`src/rtl/rom_access_arbiter.sv`:
```
// Round-robin arbiter sharing one registered-read ROM between fetch (p0) and load (p1); accept at t, rsp at t+3, one access in flight.
// Requests wait on ready (IDLE only); ROM_RANGE_CHECK_EN adds an out-of-range check returning data=0, err=1.
module rom_access_arbiter #(
    parameter int DATA_WIDTH = 32,
    parameter int ADDR_WIDTH = 32,
    parameter int DEPTH      = 50
) (
    input  logic                  clk,
    input  logic                  reset,
    input  logic                  p0_valid,
    input  logic [ADDR_WIDTH-1:0] p0_addr,
    output logic                  p0_ready,
    output logic                  p0_rsp_valid,
    output logic [DATA_WIDTH-1:0] p0_rsp_data,
    output logic                  p0_rsp_err,
    input  logic                  p1_valid,
    input  logic [ADDR_WIDTH-1:0] p1_addr,
    output logic                  p1_ready,
    output logic                  p1_rsp_valid,
    output logic [DATA_WIDTH-1:0] p1_rsp_data,
    output logic                  p1_rsp_err,
    output logic [ADDR_WIDTH-1:0] rom_addr,
    input  logic [DATA_WIDTH-1:0] rom_q,
    output logic                  busy
);

    typedef enum logic [1:0] {IDLE, ADDR, READ, RESP} state_t;

    state_t                  state;
    state_t                  state_next;
    logic                    owner;
    logic                    last_grant;
    logic                    grant0;
    logic                    grant1;
    logic [ADDR_WIDTH-1:0]   grant_addr;
    logic                    grant_oob;
    logic                    oob_flag;

    always_comb begin
        state_next = state;
        grant0     = 1'b0;
        grant1     = 1'b0;
        case (state)
            IDLE: begin
                // On a tie the port that did not win last time goes first.
                if (p0_valid && (!p1_valid || last_grant)) begin
                    grant0 = 1'b1;
                end else if (p1_valid) begin
                    grant1 = 1'b1;
                end
                if (grant0 || grant1) begin
                    state_next = ADDR;
                end
            end
            ADDR:    state_next = READ;
            READ:    state_next = RESP;
            RESP:    state_next = IDLE;
            default: state_next = IDLE;
        endcase
    end

    assign grant_addr   = grant1 ? p1_addr : p0_addr;
    assign p0_ready     = grant0;
    assign p1_ready     = grant1;
    assign busy         = (state != IDLE);
    assign p0_rsp_valid = (state == RESP) && !owner;
    assign p1_rsp_valid = (state == RESP) && owner;

    always_ff @(posedge clk) begin
        if (reset) begin
            state       <= IDLE;
            rom_addr    <= '0;
            owner       <= 1'b0;
            last_grant  <= 1'b1;
            p0_rsp_data <= '0;
            p1_rsp_data <= '0;
        end else begin
            state <= state_next;
            if (grant0 || grant1) begin
                owner      <= grant1;
                last_grant <= grant1;
                if (!grant_oob) begin
                    rom_addr <= grant_addr;
                end
            end
            if (state == READ) begin
                if (!owner) begin
                    p0_rsp_data <= oob_flag ? '0 : rom_q;
                end else begin
                    p1_rsp_data <= oob_flag ? '0 : rom_q;
                end
            end
        end
    end

`ifdef ROM_RANGE_CHECK_EN
    localparam logic [ADDR_WIDTH-1:0] DEPTH_BOUND = ADDR_WIDTH'(DEPTH);

    logic p0_err_q;
    logic p1_err_q;

    assign grant_oob = (grant_addr >= DEPTH_BOUND);

    always_ff @(posedge clk) begin
        if (reset) begin
            oob_flag <= 1'b0;
            p0_err_q <= 1'b0;
            p1_err_q <= 1'b0;
        end else begin
            if (grant0 || grant1) begin
                oob_flag <= grant_oob;
            end
            if (state == READ) begin
                if (!owner) begin
                    p0_err_q <= oob_flag;
                end else begin
                    p1_err_q <= oob_flag;
                end
            end
        end
    end

    assign p0_rsp_err = p0_err_q;
    assign p1_rsp_err = p1_err_q;
`else
    assign grant_oob  = 1'b0;
    assign oob_flag   = 1'b0;
    assign p0_rsp_err = 1'b0;
    assign p1_rsp_err = 1'b0;
`endif

endmodule
```
`config.mk`:
```
export PLATFORM = sky130hd
export DESIGN_NAME = rom_access_arbiter
export DESIGN_NICKNAME = d
export VERILOG_FILES = /design/src/rtl/rom_access_arbiter.sv
export SDC_FILE = /design/constraint.sdc
export NUM_CORES = 1
export LEC_CHECK = 0
export BUFFER_PORTS_ARGS = -buffer_cell sky130_fd_sc_hd__buf_2
export CAP_MARGIN = 20
export CORE_MARGIN = 10
export CORE_UTILIZATION = 49
export CTS_BUF_LIST = sky130_fd_sc_hd__clkbuf_4 sky130_fd_sc_hd__clkbuf_8 sky130_fd_sc_hd__clkbuf_16
export DETAILED_ROUTE_END_ITERATION = 6
export PLACE_DENSITY = 0.95
export SYNTH_ARGS = -nofsm -noshare
export SYNTH_HDL_FRONTEND = slang
export SYNTH_SLANG_ARGS = --single-unit
```
`constraint.sdc`:
```
create_clock -name clk -period 2.15 [get_ports clk]
set_clock_uncertainty 0.05 [all_clocks]
set_input_delay 0.1075 -clock clk [delete_from_list [all_inputs] [get_ports clk]]
set_output_delay 0.1075 -clock clk [all_outputs]
set_load 0.005 [all_outputs]
```
# == After elaboration in Yosys (flattened, before gate mapping) ==
# Index checks and enable logic that the tools add are counted.
# classes
n_eq_ne,4
n_mux,10
n_bitwise,1
n_reduce_logical,12
# op_table
operator,n
32-bit 2-to-1 mux,1
2-bit one-hot mux with 4 select lines,1
1-bit 2-to-1 mux,7
2-bit == test (second input constant),2
2-bit AND reduction,2
1-bit logical AND,3
1-bit logical OR,3
2-bit by 1-bit == test with 1-bit output (second input constant),1
1-bit zero test,2
2-bit zero test,1
2-bit 2-to-1 mux,1
2-bit inequality test (second input constant),1
2-bit nonzero test,1
1-bit inverter,1
# totals
register_bits,100
in_bits,100
output_inout_bits,103
word_cells,33

# == Depth between registers and ports, before layout ==
# Gate-level depths: netlist of the first run.
# depth
depth_word,8
depth_mapped,7
depth_no_buf,5

# == Least setup slack after synthesis of the first run ==
# OpenSTA, ideal clock, no wires.
# synth_timing
path_kind,register to register
start,register state[0]
end,register last_grant
setup_time_ps,120
arrival_time_ps,1289
slack_ps,691
stages_incl_launch_ff,8
path_buffers,2
cell_sequence,dfxtp_1 -> inv_1 -> ha_1 -> buf_2 -> nand2_2 -> buf_2 -> nor2_1 -> a211o_1
# synth_via
elab_chain_len,3
# synth_rtl
element,line,rtl
from (decl),29,state_t state;
from (signal assigned),78,state <= state_next;
2-bit zero test *,43,case (state)
1-bit 2-to-1 mux,43,
1-bit logical OR,79,if (grant0 || grant1) begin
to (signal assigned),81,last_grant <= grant1;
to (decl),32,logic last_grant;
# Every way passes the cells marked *; elsewhere a longest branch is shown, timed or not.
# A chain may end at the register's enable or synchronous reset.

# == Worst setup path in the final report of the first run ==
# layout_timing
start,register state[0]
end,output p1_ready
# layout_via
elab_chain_len,2
# layout_rtl
element,line,rtl
2-bit zero test,43,
1-bit 2-to-1 mux,43,
to (decl),18,"output logic p1_ready,"
# Every way passes these cells.

==> flow_summary.toml, run 1 <==
[run_status]
status = "completed"

[synthesis]
yosysSeqAreaShare = 0.498
yosys_register_bits = 100
syn_area_um2 = 4020
syn_area_per_cell_um2 = 8.01
ys_types = 24
yosysWarningCount = 0
postSynthCellCount = 502

[floorplanning]
die_area_um2 = 12200
die_h_um = 111
io_pins = 203
initial_core_util = 0.512
core_area_um2 = 7850
die_x_um = 111
fp-row-count = 32

[setup_path]
cp-end-kind = "output port"
cp-start-kind = "flop"
worst_ep_arrival_time_ns = 1.71
cp_top_family = "buffers and inverters"
cp.required_ns = 1.99
cp_cell_sequence = "inv_1, ha_1, nand2_2, buf_4, nor2_1, buf_2"
crit_type = "reg -> out"
path_buf_inv = 3
cpMaxStageDelayCell = "dfxtp_1"
critPathMaxFanout = 34
cpPeakStageDelay_ns = 0.36

[cts]
cts_tree = "yes"
htreeDepth = 3
cts_buffer_depth = 2
clkSlewWorstSetupHoldPaths_ns = 0.10
cts_root_buf = "clkbuf_8"
numCtsBuffers = 9
post-cts-setup-buffers = 0
numClockSinks = 100
clk_latency_ns = 0.35

[detailed_routing]
drc = 0
post_drt_via_cell_ratio = 5.59
totalWireLength_mm = 14.3
wl_per_cell_um = 17.5
final_antenna_net_count = 0
firstDrtPassIters = 5
dr.first_iter.drc_count = 261
num_vias = 4565

[sta]
max_freq_ghz = 0.535
tns_ns = 0
finalMaxSlewViolations = 0
worstMarginPinSlew_ns = 0.852
setup_viol = 0
timing.slew.headroom = 0.431
hold_viol_final = 0
fin_crit_ns = 1.87
rsz0062_at_grt = "no"
fin_crit_sh = 0.870

[placed_design]
gp_congestion = 0.819
dp.cells = 765
io_buffer_count = 200
dp_hpwl_mm = 9.77

[pwr]
power.leakage_uw = 0.00241
ir_worst_vdd_mv = 0.646
p_per_area_nw_per_um2 = 1070

[layout]
nNetsFinal = 809
syn2layout_area_growth_pct = 37.0
post_layout_nonfiller_instances = 816
drive_gt1_frac = 0.321

[global_route]
grt_util_all_layers = 0.217
grt_overflow_total = 0
grt_max_degree = 58
antenna_found_initial = 4
grt_pass1_wl_mm = 22.7
grt_pass1_vias = 4417

[worst_hold_path]
hp-class = "in -> reg"

[flow_run]
maxCapViolations = 0
## cells in the final DEF, fill, tap and decap left out, types with 2 or more instances in the layout
cell type	instances
and2_1	3
nand2_1	130
ha_1	3
a21oi_1	66
conb_1	2
nor4_1	32
buf_2	200
buf_4	10
diode_2	4
a2111oi_0	32
nor3_1	34
nor2_1	36
inv_1	5
clkinvlp_4	3
dlygate4sd3_1	32
dfxtp_1	100
clkbuf_8	9
## final timing paths
check	from	to	slack [ns]	cells past startpoint
setup / recovery	state[0]	p1_ready	0.28	6
hold / removal	p1_addr[6]	rom_addr[6]	0.08	3
setup reg to reg	state[0]	rom_addr[1]	0.39	6
hold reg to reg	p1_rsp_data[23]	p1_rsp_data[23]	0.40	2
## flip-flops by register name, indices dropped and copies added (netlist names)
name,count
last_grant,1
owner,1
p0_rsp_data,32
p1_rsp_data,32
rom_addr,32
state,2
## Yosys cell counts
master / instances / share of area
clkbuf_1: 21 / 0.020
inv_1: 5 / 0.0047
ha_1: 3 / 0.0093
nor4_1: 32 / 0.050
a211o_1: 1 / 0.0022
nand2b_1: 1 / 0.0016
clkbuf_2: 5 / 0.0062
and2_1: 3 / 0.0047
buf_6: 4 / 0.011
nand2_1: 130 / 0.12
o21a_1: 1 / 0.0019
nor3_1: 34 / 0.042
nor2_1: 36 / 0.034
nand2_2: 1 / 0.0016
a211oi_1: 1 / 0.0019
conb_1: 1 / 0.00093
a2111oi_0: 32 / 0.070
nor3b_1: 1 / 0.0019
nor2b_1: 2 / 0.0031
dfxtp_1: 100 / 0.50
a21oi_1: 66 / 0.082
mux2i_1: 1 / 0.0025
buf_4: 6 / 0.011
buf_2: 15 / 0.019
## area by class of cell
type,instances,area (um2)
multi-input cells,347,1740
flip-flops and latches,100,2000
diodes,4,10.0
inverters,5,18.8
repair buffers,243,1420
clock inverters,6,72.6
well taps,102,128
clock buffers,9,124
fillers,580,2340
## repair_timing
item | CTS | global route
hold buffers | 32 | 0
resized for setup | 0 | 0
hold endpoints to repair | 64 | 0
## kinds of logic after synthesis
logic type      share of synthesized area
compound gates                      0.158
mux                               0.00249
flops                               0.498
fa+ha+maj                         0.00934
other cells                      0.000933
buf+inv                            0.0716
simple gates                        0.260
## worst register-to-register path, stage by stage, from the launching register on
cell and delay [ns]:
dfxtp_1 0.36, inv_1 0.07, ha_1 0.29, nand2_2 0.08, buf_4 0.34, nor3_1 0.10
nor4_1 0.36
## report_power, final
group	internal [uW]	total, uW	leakage [uW]	switching [uW]
clock network	545	1210	0.0000899	666
logic	836	2180	0.00151	1340
registers	2260	2480	0.000817	221
## through the flow
step | total power [uW] | instance area, um2 | hold WS, ns | worst slack, ns | util
2_1_floorplan | 3790 | 4020 | 0.193 | 0.691 | -
3_3_place_gp | 4520 | 4980 | 0.309 | 0.493 | 0.635
3_5_place_dp | 4630 | 4980 | 0.316 | 0.428 | 0.635
4_1_cts | 5870 | 5500 | 0.0654 | 0.265 | 0.701
5_1_grt | 6240 | 5510 | 0.0665 | 0.157 | 0.702
6_report | 5870 | 5510 | 0.0767 | 0.279 | 0.702
## routing by layer
| metal | share of wire | GRT usage |
|---|---|---|
| met3 | 0.12 | 0.0913 |
| met5 | 0 | 0 |
| met1 | 0.38 | 0.249 |
| met4 | 0.014 | 0.0743 |
| met2 | 0.49 | 0.356 |
(Power assumes the default switching activity.)
==> run 2, diff against run 1 <==
CELL_PAD_IN_SITES_DETAIL_PLACEMENT = 1   (was unset)
CELL_PAD_IN_SITES_GLOBAL_PLACEMENT = 1   (was unset)
CORE_UTILIZATION = 34   (was 49)
==> run 2 against run 1 <==
  * Via count grew 1.6%
  * Fmax decreased by 2.3%
  * Flip-flop and latch count unchanged
  * Critical path depth unchanged
  * Die area rose by 36%
  * Non-clock buffer count did not move
  * Sequential share of layout area down 1.3 points
  * Sequential power up 2%
  * Clock-buffer cell count rose by 2
  * Cell area rose by 3.7%
  * First-iteration DRC count is 48% higher
  * Critical path type unchanged
  * Critical endpoint unchanged
  * Highest routed layer unchanged
==> flow_summary.toml, run 2 (synthesized netlist as in run 1, its figures left out) <==
[setup_path]
cp-end-kind = "output port"
cp.required_ns = 1.99
cpPeakStageDelay_ns = 0.37
r2r_setup_slack_ns = 0.24
worst_ep_arrival_time_ns = 1.76
cp.depth = 6
cp_cell_sequence = "inv_1, ha_1, nand2_2, buf_4, nor2_1, buf_2"
crit_type = "reg -> out"
path_buf_inv = 3
timing.rr.end = "rom_addr[18]"
critPathMaxFanout = 34
cp-start-kind = "flop"
r2r_start = "state[0]"
cp_top_family = "buffers and inverters"
rr_worst_depth = 6
cpMaxStageDelayCell = "dfxtp_1"

[pwr]
power.leakage_uw = 0.00249
p_sw_uw = 2430
finalPower_uw = 6640
switching_share = 0.366
power_frac_clock = 0.271
p_per_area_nw_per_um2 = 1160
comb_power_share = 0.350
p_int_uw = 4210
ir_worst_vdd_mv = 0.556
p_seq_frac = 0.379

[sta]
hold_viol_final = 0
worstMarginPinSlew_ns = 0.867
fin_crit_sh = 0.890
max_freq_ghz = 0.522
timing.slew.headroom = 0.421
rsz0062_at_grt = "no"
tns_ns = 0
finalMaxSlewViolations = 0
fin_crit_ns = 1.91
setup_viol = 0

[worst_hold_path]
min_from = "p0_addr[2]"
min_to = "rom_addr[2]"
whs_path_depth = 3
hp-class = "in -> reg"

[global_route]
grt_pass1_wl_mm = 28.2
grt_max_degree = 101
grt_util_all_layers = 0.212
grt_overflow_total = 0
antenna_found_initial = 0
grt_pass1_vias = 5033

[floorplanning]
io_pins = 203
die_h_um = 129
die_x_um = 129
fp-row-count = 39
core_area_um2 = 11500
initial_core_util = 0.349
die_area_um2 = 16600

[layout]
final_cell_mix = "buf_2, nand2_1, dfxtp_1"
multiInputGateArea_um2 = 1740
syn2layout_area_growth_pct = 42.0
fillCellCount = 1425
top_regs = "p0_rsp_data x32, p1_rsp_data x32, rom_addr x32"
nNetsFinal = 809
mostFrequentLayoutCell = "buf_2"
regArea_um2 = 2000
drive_gt1_frac = 0.322
diodes = 0

[cts]
cts_root_buf = "clkbuf_16"
post-cts-setup-buffers = 0
clk_latency_ns = 0.34
numCtsBuffers = 9
htreeDepth = 3
cts_tree = "yes"
numClockSinks = 100
cts_buffer_depth = 2
clkSlewWorstSetupHoldPaths_ns = 0.07

[detailed_routing]
final_antenna_net_count = 0
drc = 0
num_vias = 4636
firstDrtPassIters = 4
post_drt_via_cell_ratio = 5.43
dr.first_iter.drc_count = 386
totalWireLength_mm = 17.9
wl_per_cell_um = 20.9

[run_status]
status = "completed"

[flow_run]
maxCapViolations = 0

[placed_design]
dp_hpwl_mm = 11.7
io_buffer_count = 200
gp_congestion = 0.801
==> run 2: cell types whose count changed in the layout (fill, tap and decap cells not counted), sizes merged <==
cell	change
diode	-4
bufinv	+1
inv	-2
clkinv	+2
clkinvlp	-2
clkbuf	+2
==> run 2: per-layer routing <==
layer | part of all wire | track usage | vias to the layer above
li1 | - | - | 2140
met1 | 0.40 | 0.243 | 2254
met2 | 0.49 | 0.360 | 211
met3 | 0.092 | 0.0731 | 31
met4 | 0.023 | 0.0742 | 0
met5 | 0 | 0 | -
==> run 2: cell type report <==
class | count | share of cell area
Tap cell | 143 | 0.0313
Timing Repair Buffer | 243 | 0.252
Clock buffer | 11 | 0.0432
Sequential cell | 100 | 0.351
Inverter | 5 | 0.00329
Clock inverter | 5 | 0.0149
Multi-Input combinational cell | 347 | 0.304
==> run 2: worst max path at each step <==
stage | startpoint | to | slack, ns
4_1_cts | state[0] | rom_addr[18] | 0.17
3_3_place_gp | state[0] | rom_addr[18] | 0.49
3_5_place_dp | state[0] | rom_addr[18] | 0.22
5_1_grt | state[0] | rom_addr[3] | 0.04
2_1_floorplan | state[0] | last_grant | 0.69
6_report | state[0] | p1_ready | 0.24
==> run 2: what timing repair did <==
action                                  in CTS  in global routing
hold endpoints to repair                    61                  0
endpoints found under the setup margin       0                  1
hold buffers                                32                  0
gates resized for setup                      0                  1
==> run 2: power by group through the flow <==
stage / combinational, uW / sequential (uW) / clock, uW
2_1_floorplan: 1250 / 2540 / 0
3_3_place_gp: 2100 / 2510 / 0
3_5_place_dp: 2240 / 2540 / 0
4_1_cts: 2310 / 2510 / 1830
5_1_grt: 2580 / 2560 / 1900
6_report: 2320 / 2520 / 1800
==> run 2: metrics by stage <==
| step | worst slack (ns) | cells | hold slack (ns) | utilization | area, um2 |
|---|---|---|---|---|---|
| finish | 0.236 | 854 | 0.0891 | 0.496 | 5710 |
| global placement | 0.485 | 806 | 0.309 | 0.439 | 5060 |
| global route | 0.0440 | 854 | 0.0957 | 0.496 | 5710 |
| detailed placement | 0.222 | 806 | 0.317 | 0.439 | 5060 |
| CTS | 0.173 | 854 | 0.0821 | 0.496 | 5710 |
| floorplan | 0.691 | 503 | 0.193 | - | 4020 |
==> run 2: tightest hold or removal path, stage by stage <==
cell,delay [ns]
buf_2,0.07
a2111oi_0,0.05
nor4_1,0.20
==> run 3, diff against run 2 <==
SLEW_MARGIN = 20   (was unset)
clock period = 2.4 ns   (was 2.15 ns; I/O delays follow)
==> run 3 against run 2 <==
  * Flip-flop and latch count unchanged
  * Non-clock buffer count unchanged
  * Core utilization decreased by 0.29 points
  * Die area unchanged
  * Register-to-register slack improved by 0.21 ns
  * Via count decreased by 1.3%
  * Critical endpoint unchanged
  * Setup slack improved by 0.083 ns
  * Clock-buffer cell count decreased by 2
==> flow_summary.toml, run 3 (synthesized netlist as in run 1, its figures left out) <==
[layout]
nNetsFinal = 809
drive_gt1_frac = 0.322
fillCellCount = 1418
final_cell_mix = "buf_2, nand2_1, dfxtp_1"
syn2layout_area_growth_pct = 41.2
mostFrequentLayoutCell = "buf_2"
top_regs = "p0_rsp_data x32, p1_rsp_data x32, rom_addr x32"
post_layout_nonfiller_instances = 855

[setup_path]
critPathMaxFanout = 34
cp.required_ns = 2.23
cp-end-kind = "output port"
worst_ep_arrival_time_ns = 1.91
cpPeakStageDelay_ns = 0.56
cp_cell_sequence = "inv_1, ha_1, nand2_2, nor2_1, buf_2"
cp-start-kind = "flop"
cpMaxStageDelayCell = "nand2_2"
crit_type = "reg -> out"

[placed_design]
gp_congestion = 0.781
dp.cells = 806
dp_worst_setup_slack_ns = 0.495
io_buffer_count = 200
dp_hpwl_mm = 11.7

[sta]
layout_setup_ws_ns = 0.318
fin_crit_sh = 0.867
fin_crit_ns = 2.08
max_freq_ghz = 0.480
worstMarginPinSlew_ns = 0.912
finalMaxSlewViolations = 0
hold_viol_final = 0
rsz0062_at_grt = "no"
tns_ns = 0
setup_viol = 0
timing.slew.headroom = 0.391

[detailed_routing]
drc = 0
totalWireLength_mm = 17.2
wl_per_cell_um = 20.2
final_antenna_net_count = 0
dr.first_iter.drc_count = 346
num_vias = 4575
firstDrtPassIters = 4
post_drt_via_cell_ratio = 5.35

[floorplanning]
core_area_um2 = 11500
fp-row-count = 39
die_x_um = 129
initial_core_util = 0.349
die_h_um = 129
io_pins = 203
die_area_um2 = 16600

[pwr]
power.leakage_uw = 0.00248
p_per_area_nw_per_um2 = 1020
finalPower_uw = 5800
ir_worst_vdd_mv = 0.419

[global_route]
antenna_found_initial = 1
grt_pass1_vias = 4971
grt_overflow_total = 0
grt_pass1_wl_mm = 27.0
grt_util_all_layers = 0.201
grt_max_degree = 53

[cts]
htreeDepth = 3
clk_latency_ns = 0.33
numCtsBuffers = 9
cts_tree = "yes"
numClockSinks = 100
clkSlewWorstSetupHoldPaths_ns = 0.08
post-cts-setup-buffers = 0
cts_buffer_depth = 2
cts_root_buf = "clkbuf_16"

[worst_hold_path]
hp-class = "in -> reg"

[flow_run]
maxCapViolations = 0

[run_status]
status = "completed"
-- run 3: worst max-delay path: cells and delay by family (launching register included) --
| family | cells | cell delay [ns] |
|---|---|---|
| AND/OR/NAND/NOR | 2 | 0.66 |
| flip-flops | 1 | 0.37 |
| adder cells (fa/ha/maj) | 1 | 0.30 |
| buffers and inverters | 2 | 0.24 |
-- run 3: final cells by class --
cell class	instances	area [um2]	share of cell area
antenna	1	2.50	0.000441
sequential	100	2000	0.353
multi-input combinational	347	1740	0.306
clock inverter	7	83.8	0.0148
inverter	5	18.8	0.00331
tap	143	179	0.0315
clock buffer	9	225	0.0397
timing repair buffer	243	1430	0.252
-- run 3: metrics by stage --
stage,util,hold slack [ns],instance area (um2)
2_1_floorplan,-,0.206,4020
3_3_place_gp,0.438,0.322,5040
3_5_place_dp,0.438,0.331,5040
4_1_cts,0.493,0.0918,5670
5_1_grt,0.493,0.120,5680
6_report,0.493,0.101,5680
-- run 3: path summary, 6_finish.rpt --
kind	startpoint	to	slack [ns]	depth (start not counted)
worst max-delay path	state[0]	p1_ready	0.32	5
worst min register to register	p1_rsp_data[5]	p1_rsp_data[5]	0.41	2
worst min-delay path	p0_addr[19]	rom_addr[19]	0.10	3
worst max register to register	state[0]	rom_addr[30]	0.45	5
-- run 3: where the power goes --
group          switching, uW  internal [uW]
sequential               224           2030
combinational           1280            766
clock                    671            826
total                   2180           3620
-- run 3: what timing repair did --
action / in CTS / in global routing
hold endpoints to repair: 61 / 0
gates resized for setup: 0 / 0
hold buffers: 32 / 0
-- run 3: routing by layer --
| metal | share of wire | vias up | track usage |
|---|---|---|---|
| met5 | 0 | - | 0 |
| met4 | 0.017 | 0 | 0.0629 |
| met3 | 0.091 | 21 | 0.0715 |
| met2 | 0.49 | 182 | 0.354 |
| met1 | 0.41 | 2230 | 0.223 |
| li1 | - | 2142 | - |
